==> src/rtl/inst_fifo_pkg.sv <==
// Shared constants and types for the instruction FIFO between IF and ID.
// The CTRL stall bus width and the position of the ID stall bit live here.
package inst_fifo_pkg;

    localparam int STALLBUS_WD   = 6;
    localparam int ID_STALL_BIT  = 2;
    localparam int ENTRY_WD      = 64;
    localparam int DEFAULT_DEPTH = 8;

    typedef struct packed {
        logic [31:0] pc;
        logic [31:0] inst;
    } fifo_entry_t;

    // Even parity over a full entry, available to checkers and future ECC use.
    function automatic logic entry_parity(input fifo_entry_t entry);
        return ^{entry.pc, entry.inst};
    endfunction

endpackage

==> src/rtl/fifo_mem.sv <==
// Storage array for the instruction FIFO: one synchronous write port and
// one asynchronous read port; contents are intentionally not reset.
module fifo_mem #(
    parameter int DEPTH = 8,
    parameter int WIDTH = 64,
    parameter int AW    = $clog2(DEPTH)
) (
    input  logic             clk,
    input  logic             we,
    input  logic [AW-1:0]    waddr,
    input  logic [WIDTH-1:0] wdata,
    input  logic [AW-1:0]    raddr,
    output logic [WIDTH-1:0] rdata
);

    logic [WIDTH-1:0] mem_r [DEPTH];

    // Write port.
    always_ff @(posedge clk) begin
        if (we) begin
            mem_r[waddr] <= wdata;
        end
    end

    assign rdata = mem_r[raddr];

endmodule

==> src/rtl/inst_fifo.sv <==
// Show-ahead instruction FIFO between IF and ID with almost-full stall request,
// exception flush and a sticky overflow flag.
module inst_fifo
    import inst_fifo_pkg::*;
#(
    parameter int DEPTH     = DEFAULT_DEPTH,
    parameter int AF_MARGIN = 2
) (
    input  logic                       clk,
    input  logic                       rst,
    input  logic                       flush,
    input  logic [STALLBUS_WD-1:0]     stall,
    input  logic                       push_valid,
    input  logic [31:0]                push_pc,
    input  logic [31:0]                push_inst,
    output logic                       out_valid,
    output logic [31:0]                out_pc,
    output logic [31:0]                out_inst,
    output logic [$clog2(DEPTH):0]     count,
    output logic                       stallreq_for_fifo,
    output logic                       overflow_err
);

    localparam int AW = $clog2(DEPTH);
    localparam int CW = AW + 1;
    localparam logic [CW-1:0] FULL_CNT = CW'(DEPTH);
    localparam logic [CW-1:0] AF_CNT   = CW'(DEPTH - AF_MARGIN);

    logic [AW-1:0] rptr_r, rptr_nxt;
    logic [AW-1:0] wptr_r, wptr_nxt;
    logic [CW-1:0] count_r, count_nxt;
    logic          ovf_r, ovf_nxt;

    logic          not_empty_s;
    logic          full_s;
    logic          pop_s;
    logic          push_s;
    logic          drop_s;
    fifo_entry_t   wdata_s;
    fifo_entry_t   rdata_s;
    logic          stall_unused_s;

    // Only the ID stall bit matters here; the rest of the bus is deliberately ignored.
    assign stall_unused_s = ^stall;

    assign not_empty_s = (count_r != {CW{1'b0}});
    assign full_s      = (count_r == FULL_CNT);
    assign pop_s       = not_empty_s && !stall[ID_STALL_BIT] && !flush;
    assign push_s      = push_valid && !flush && (!full_s || pop_s);
    assign drop_s      = push_valid && !flush && full_s && !pop_s;

    assign wdata_s.pc   = push_pc;
    assign wdata_s.inst = push_inst;

    fifo_mem #(
        .DEPTH (DEPTH),
        .WIDTH (ENTRY_WD)
    ) u_mem (
        .clk   (clk),
        .we    (push_s),
        .waddr (wptr_r),
        .wdata (wdata_s),
        .raddr (rptr_r),
        .rdata (rdata_s)
    );

    // Next-state for pointers, occupancy and the sticky overflow flag; flush wins.
    always_comb begin
        rptr_nxt  = rptr_r;
        wptr_nxt  = wptr_r;
        count_nxt = count_r;
        ovf_nxt   = ovf_r;
        if (flush) begin
            rptr_nxt  = {AW{1'b0}};
            wptr_nxt  = {AW{1'b0}};
            count_nxt = {CW{1'b0}};
        end else begin
            if (pop_s) begin
                rptr_nxt = rptr_r + AW'(1'b1);
            end else begin
                rptr_nxt = rptr_r;
            end
            if (push_s) begin
                wptr_nxt = wptr_r + AW'(1'b1);
            end else begin
                wptr_nxt = wptr_r;
            end
            case ({push_s, pop_s})
                2'b10:   count_nxt = count_r + CW'(1'b1);
                2'b01:   count_nxt = count_r - CW'(1'b1);
                default: count_nxt = count_r;
            endcase
            if (drop_s) begin
                ovf_nxt = 1'b1;
            end else begin
                ovf_nxt = ovf_r;
            end
        end
    end

    // Control state registers, cleared asynchronously by reset.
    always_ff @(posedge clk or posedge rst) begin
        if (rst) begin
            rptr_r  <= {AW{1'b0}};
            wptr_r  <= {AW{1'b0}};
            count_r <= {CW{1'b0}};
            ovf_r   <= 1'b0;
        end else begin
            rptr_r  <= rptr_nxt;
            wptr_r  <= wptr_nxt;
            count_r <= count_nxt;
            ovf_r   <= ovf_nxt;
        end
    end

    // Show-ahead head entry, forced to zero when empty so stale storage never leaks.
    always_comb begin
        if (not_empty_s) begin
            out_pc   = rdata_s.pc;
            out_inst = rdata_s.inst;
        end else begin
            out_pc   = 32'h0000_0000;
            out_inst = 32'h0000_0000;
        end
    end

    assign out_valid         = not_empty_s;
    assign count             = count_r;
    assign stallreq_for_fifo = (count_r >= AF_CNT);
    assign overflow_err      = ovf_r;

endmodule
==> config.mk <==
export PLATFORM = sky130hd
export DESIGN_NAME = inst_fifo
export DESIGN_NICKNAME = d
export VERILOG_FILES = /design/src/rtl/inst_fifo_pkg.sv /design/src/rtl/fifo_mem.sv /design/src/rtl/inst_fifo.sv
export SDC_FILE = /design/constraint.sdc
export NUM_CORES = 1
export LEC_CHECK = 0
export CAP_MARGIN = 15
export CORE_MARGIN = 3
export CORE_UTILIZATION = 65
export CTS_BUF_LIST = sky130_fd_sc_hd__clkbuf_4
export CTS_CLUSTER_DIAMETER = 150
export DETAILED_ROUTE_END_ITERATION = 10
export MAX_ROUTING_LAYER = met4
export PLACE_DENSITY = 0.87
export SETUP_SLACK_MARGIN = 0.15
export SLEW_MARGIN = 10
export SYNTH_ARGS = -nofsm -noshare
export SYNTH_HDL_FRONTEND = slang
export SYNTH_HIERARCHICAL = 1
export SYNTH_SLANG_ARGS = --single-unit
export TNS_END_PERCENT = 50
==> constraint.sdc <==
create_clock -name clk -period 10.2 [get_ports clk]
set_input_delay 2.55 -clock clk [delete_from_list [all_inputs] [get_ports clk]]
set_output_delay 2.55 -clock clk [all_outputs]
set_load 0.1 [all_outputs]
==> impl_summary.md, run 1 <==
Worst setup path
The critical path class is flop to output port. The endpoint class of the critical path is an output port. The cell family contributing the most delay on the critical path is buffers and inverters. The critical path startpoint category is a flop. Across all register-to-register paths, the minimum setup slack is 6920 ps. The worst-path cell with the longest stage delay is dfrtp_4. The launch point of the worst reg-to-reg path is count[1].

The signal on the critical path passes through buf_4 > mux4_2 > mux2_2 > and2_1 > clkdlybuf4s50_1. The length in cells of the worst reg-to-reg path is 6. The data required time at the worst endpoint is 7650 ps.

The reg-to-reg endpoint is u_mem/mem_r[6][0]. The arrival time at the worst endpoint is 4510 ps. Of all nets on the critical path, the largest fanout is 66. The buffering stage count on the worst path with inverters included is 2. The delay of the slowest critical-path stage is 1020 ps.

Place
Detailed placement finished with a half-perimeter wire length of 20500 µm. The congestion estimate from routability-driven global placement came to 0.742. The number of cells after detailed placement is 1401. Summing all placed instances gives a cell area of 22200 µm². Port buffering added 139 buffers.

Die
The core region is 30700 µm². The initialized floorplan defines 64 standard-cell rows. For this configuration, the core starts out at a cell density of 66.4%.

The die covers 33600 µm². In this run the vertical extent of the chip is 183 µm. The count of pins on the block boundary is 145. The die boundary width is 183 µm.

Clock tree
The maximum buffer depth of the clock tree is 3. The number of setup buffers added after CTS is 0. In this run the clock root is driven by a clkbuf_4.

The TritonCTS buffer count is 120. The later-pin clock latency in the skew report is 760 ps. The H-tree was split into 3 levels. The register clock-pin slew on the reported worst setup and hold paths is 60 ps. The TritonCTS clock tree is yes. The number of clock sinks seen by CTS is 523. Once the clock tree was built, the resizer swapped 0 gates to a different size. The number of buffers added to fix hold violations after cts is 0.

Synthesis
The synthesized cell area is 20400 µm². The net count of the mapped netlist is 973. The number of instances in the synthesized netlist is 895.

The Yosys step of the flow raised 6 warnings. The post-synthesis cell type count is 35. The area share of the largest cell type after synthesis is 75.3%.

The mean area per synthesized cell is 22.8 µm². The biggest area contributor in the post-synthesis netlist is edfxtp_1. The fraction of registers with async set or reset after synthesis is 2.10%. The sequential fraction of the synthesis area is 76.7%.

The number of enable flip-flop cells after synthesis is 512. The dominant register cell in the synthesized netlist is edfxtp_1. After synthesis, the cell types taking the most area are edfxtp_1 (75%), mux4_2 (14%), mux2_2 (3.6%), and2_1 (2.0%), dfrtp_1 (1.3%). The register bit count reported by yosys is 523.

STA
For the finished layout, the period the worst path requires is 7060 ps. The number of slew-limit violations in the final report was 0. After layout, the worst path uses 69.2% of the clock period. In this run the tightest slew margin relative to its limit is 28.7%.

Setup repair after global routing left no endpoint under its margin. The transition time at the pin with the least slew margin is 1070 ps. The highest attainable clock frequency is 142 MHz. Setup violations remaining at the end of the flow were counted as 0. The total negative slack is 0 ps. For the final database, setup skew stands at 62.6 ps.

The count of endpoints failing hold in the final timing report is 0.

Global route
The global-route wire length before repair is 60100 µm. The via count of the first global-routing pass is 10500. The initial antenna violation count is 5.

Global routing consumed, over all layers together, 24.7% of the routing resources. After global routing the overflow that remains totals 0. Entering global routing, the biggest net connects 69 pins.

Final layout
The number of nets in the layout is 1205. In the layout the commonest cells are edfxtp_1 (512), clkbuf_4 (170), clkdlybuf4s50_1 (139), mux4_2 (128). The finished cells cover 23700 µm². At the end of the flow the core is filled with cells to 77.0%. The layout filler cell count is 1635.

Leaving out fill and tap cells, the most frequent cell in the layout is edfxtp_1. Excluding fillers, the count of instances in the completed layout stands at 1617. Cells with a size suffix above 1 make up 33.3% of the layout.

The area growth from synthesis to layout is 16.1%.

Detailed routing
In the final routed layout, each cell accounts on average for 24.3 µm. In the routed design, unresolved DRC markers number 0. Before antenna repair, the detailed router went through 5 iterations. After detailed routing, the number of vias per cell comes to 6.00. Across all layers, the routed design uses 9701 vias. The count of nets left with antenna violations after detail routing is 0. In this run, the number of DRC markers left after iteration 0 of detailed routing was 756. After detailed routing, the total wire length is 39200 µm.

Min path
The class of the tightest hold or removal check is flop to flop. The critical hold path startpoint is overflow_err. The worst min-delay path endpoint is overflow_err. Counting instances, the worst hold path has a depth of 1.

Pwr
The power per unit of standard cell area is 199 nW/µm². The total leakage power is 7.53 nW. The worst IR drop on VDD is 0.134 mV.

Flow run
The tool flagged a number of max-cap violations equal to 0.

Outcome
The flow ran to the end, and the final reports show no timing, DRC or antenna violations.
-- layout make-up --
cell class                      count  area [µm²]  share of cell area [%]
Clock inverter                     41         196                   0.829
Clock buffer                      170        1280                    5.39
Tap cell                          396         495                    2.09
Multi-Input combinational cell    325        4530                    19.1
Antenna cell                        5        12.5                  0.0528
Sequential cell                   523       15700                    66.1
Timing Repair Buffer              155        1510                    6.38
Inverter                            2        7.51                  0.0317
-- registers in the layout (all words and copies together), names as in the netlist --
register and count:
overflow_err 1, u_mem/mem_r 512, count 4, wptr_r 3, rptr_r 3
-- cell usage after synthesis, drive strengths merged (4+ instances only) --
master,n
mux2,66
ha,4
nor2,13
nand2b,4
dfrtp,11
nor2b,5
edfxtp,512
nand2,7
clkbuf,17
buf,28
mux4,128
xor2,4
and2,65
a21oi,5
-- power by group --
group / switching, mW / leakage, nW / internal [mW]
registers: 0.0201 / 4.77 / 2.40
logic: 0.502 / 1.88 / 0.249
clock network: 0.749 / 0.876 / 0.791
-- worst register-to-register path, delay by kind of cell, from the launching register on --
kind / cells / cell delay, ps
buffers and inverters: 1 / 750
AND/OR/NAND/NOR: 5 / 1600
flip-flops: 1 / 530
-- per-stage QoR --
stage / setup slack [ps] / power [mW] / hold slack [ps]
global placement: 3860 / 3.20 / 444
global route: 2940 / 4.90 / 500
CTS: 3070 / 4.77 / 468
floorplan: 2220 / 3.04 / 517
detailed placement: 3860 / 3.22 / 451
finish: 3140 / 4.71 / 471
-- how the worst max path moves through the flow --
stage	from	end	slack (ps)	cells past startpoint
final	rptr_r[2]	out_pc[29]	3140	5
after global placement	rptr_r[2]	out_pc[2]	3860	5
after CTS	rptr_r[2]	out_pc[2]	3070	5
after global routing	rptr_r[2]	out_pc[29]	2940	5
after floorplan	push_valid	u_mem/mem_r[0][0]	2220	4
after detailed placement	rptr_r[2]	out_pc[2]	3860	5
-- cells by family (layout without fill, tap and decap cells) --
kind of cell               after synthesis  count (layout)  synth area share (%)
and+or+nand+nor                        104             104                  2.99
xor gates and xnor gates                 7               7                 0.300
muxes                                  195             195                  17.9
adders and majority gates                4               4                 0.245
buffers and inverters                   47             368                  1.42
AOI/OAI and AO/OA                       15              15                 0.484
DFF                                    523             523                  76.7
other                                    0               5                     0
-- layer usage --
layer	GRT usage, %	routed length, µm	vias up
li1	-	-	4271
met1	32.1	15300	4995
met2	40.0	20700	374
met3	5.51	2490	61
met4	7.83	790	0
met5	-	0	-
Note: power is estimated with default switching activity, not from simulation.
==> run 2, diff against run 1 <==
CORE_UTILIZATION = 61   (was 65)
PLACE_DENSITY = 0.82   (was 0.87)
clock period = 7.2 ns   (was 10.2 ns; I/O delays follow)
==> impl_summary.md, run 2 (synthesis gave the netlist of run 1 again) <==
Die
The height of the die is 189 µm (+3.1%). The area of the core is 32800 µm² (+6.6%). The floorplan row count is 66 (+3.1%).

The initial standard-cell utilization of the core came to 62.3% (-4.1 points). The count of pins on the block boundary is 145 (unchanged). The die outline area was 35700 µm² (+6.3%). The die boundary width is 189 µm (+3.1%).

Final layout
The layout cell share with drive strength beyond 1 is 34.5% (+1.2 points). The number of nets in the layout was 1215 (+0.83%). The number of flip-flops in the largest register was 512 (unchanged). The library cell used most frequently in the layout, excluding fill and tap cells, is edfxtp_1.

The most flop-heavy register is u_mem/mem_r. The layout filler cell count is 1912 (+17%). In the layout the commonest cells are edfxtp_1 (512), clkbuf_4 (179), clkdlybuf4s50_1 (139), mux4_2 (128).

The growth of design area from synthesis to finish is 17.2%.

Worst setup path
The highest net fanout along the worst path is 50 (-24%). The critical path startpoint category is a flop. The critical path in this run is classified as flop to output port. The data required time at the worst endpoint is 5400 ps (-2250 ps). The arrival time at the worst endpoint is 4240 ps (-270 ps). The endpoint class of the critical path is an output port.

Min path
The tightest min-delay check is of the flop to flop type.

Place
The post-DP HPWL was 20200 µm (-1.3%). The routability-driven placement congestion ratio is 0.765 (+3.1%). The port buffer count is 139 (unchanged).

The worst setup timing slack at the placement stage is 1940 ps (-1930 ps).

STA
The count of endpoints failing hold in the final timing report is 0 (unchanged). Setup repair after global routing left no endpoint under its margin. The share of the cycle needed by the critical path after routing is 83.8%. The worst-case hold slack is 499 ps (+28.6 ps). For this run, the top clock speed supported by timing is 166 MHz. The final critical delay including setup and external delays is 6040 ps. The number of slew-limit violations in the final report is 0 (unchanged). The smallest setup slack after layout was 1160 ps (-1970 ps). The headroom to the max-slew limit is 26.0% (-2.7 points). The transition time at the pin with the least slew margin came to 1110 ps (+44.6 ps).

The final setup violation count is 0 (unchanged). The final clock skew came to 60.3 ps (-2.34 ps).

Detailed routing
The wire length after detailed routing is 38700 µm (-1.4%). The iteration count of the initial detailed-routing pass is 8 (+3). The initial detailed-routing violation count is 844 (+12%).

The count of unresolved DRC violations after routing is 0 (unchanged). The via density per instance came to 5.88 (-1.9%). The number of vias in the routed layout came to 9765 (+0.66%).

The count of nets left with antenna violations after detail routing is 0 (unchanged). The routed length per instance was 23.3 µm (-4.0%).

Pwr
The total internal power is 5.00 mW (+45%). The power per unit of standard cell area came to 286 nW/µm² (+44%). The clock network power share came to 34.2% (+1.5 points).

The sequential group share of total power is 50.4% (-0.9 points). The total leakage power is 7.58 nW (+0.66%). The combinational fraction of design power came to 15.4% (-0.5 points). The total net switching power is 1.83 mW (+44%). The net switching share of the total power is 26.8% (-0.23 points). The worst IR drop on VDD was 0.186 mV (+39%).

Flow run
The max-capacitance violation count is 0 (unchanged).

Clock tree
The TritonCTS clock tree is yes. The later-pin clock latency in the skew report is 780 ps (+20 ps). The total number of H-tree levels is 4 (+1). The post-CTS setup buffer count is 0 (unchanged). The register clock-pin slew on the reported worst setup and hold paths came to 60 ps (about the same).

The master cell of the clock root buffer is clkbuf_4. The number of resized instances in the post-cts repair step is 0 (unchanged). The maximum buffer depth of the clock tree was 3 (unchanged). The TritonCTS buffer count is 130 (+8.3%).

The number of buffers added to fix hold violations after cts is 0 (unchanged). The number of clock sinks seen by CTS is 523 (unchanged).

Global route
The largest net degree at the start of global routing is 65 (-5.8%). The global-route wire length before repair is 60300 µm (+0.39%). The global-route congestion overflow total is 0 (unchanged).

The via count of the first global-routing pass is 10600 (+0.53%). The initial antenna violation count is 7 (+2). The combined global-route utilization of all metal layers is 23.3% (-1.4 points).

Outcome
The run finished with clean final reports.
## run 2: cell types whose count changed in the layout (fill, tap and decap cells not counted)
| cell | delta |
|---|---|
| clkinv_2 | -2 |
| clkinvlp_4 | +4 |
| clkinv_1 | -18 |
| diode_2 | +2 |
| bufinv_16 | +2 |
| buf_4 | -6 |
| buf_12 | +6 |
| nor3_4 | +1 |
| clkbuf_4 | +9 |
| nor3_2 | -1 |
## run 2: power groups by stage
stage               Clock [mW]  Combinational [mW]  Sequential, mW
finish                    2.33                1.05            3.44
global placement             0                1.05            3.50
CTS                       2.41                1.07            3.44
global route              2.57                1.11            3.44
detailed placement           0                1.06            3.50
floorplan                    0               0.807            3.49
## run 2: metrics by stage
step / total power, mW / std cells / setup TNS [ps] / utilization [%] / instance area, µm²
floorplan: 4.30 / 895 / -1860 / - / 20400
global placement: 4.55 / 1447 / 0 / 68.1 / 22300
detailed placement: 4.57 / 1447 / 0 / 68.1 / 22300
CTS: 6.92 / 1653 / 0 / 72.9 / 23900
global route: 7.12 / 1660 / 0 / 72.9 / 23900
finish: 6.83 / 1660 / 0 / 72.9 / 23900
## run 2: routing by layer
| layer | track usage [%] | share of wire [%] | vias up |
|---|---|---|---|
| met4 | 7.85 | 1.5 | 0 |
| met2 | 36.2 | 51 | 399 |
| met5 | - | 0 | - |
| met3 | 5.81 | 7.3 | 52 |
| li1 | - | - | 4275 |
| met1 | 30.9 | 41 | 5039 |
## run 2: area by class of cell
type | instances | area (µm²) | share of cell area, %
inverters | 2 | 7.51 | 0.0314
flip-flops and latches | 523 | 15700 | 65.5
clock inverters | 27 | 209 | 0.874
multi-input cells | 325 | 4530 | 19.0
repair buffers | 155 | 1590 | 6.63
well taps | 442 | 553 | 2.31
clock buffers | 179 | 1340 | 5.62
diodes | 7 | 17.5 | 0.0733
## run 2: critical path: stages, from the launching register on
cell	delay [ps]
dfrtp_4	940
buf_12	410
mux4_2	570
mux2_2	280
and2_1	190
clkdlybuf4s50_1	980
## run 2: final timing paths
check / from / endpoint / slack [ps] / cells after the start
worst max-delay path: rptr_r[0] / out_inst[21] / 1160 / 5
worst min-delay path: overflow_err / overflow_err / 500 / 1
worst max register to register: count[1] / u_mem/mem_r[1][23] / 4040 / 6
worst min register to register: overflow_err / overflow_err / 500 / 1
max in group asynchronous: rst / rptr_r[2] / 5550 / 2
min in group asynchronous: rst / wptr_r[2] / 1310 / 2
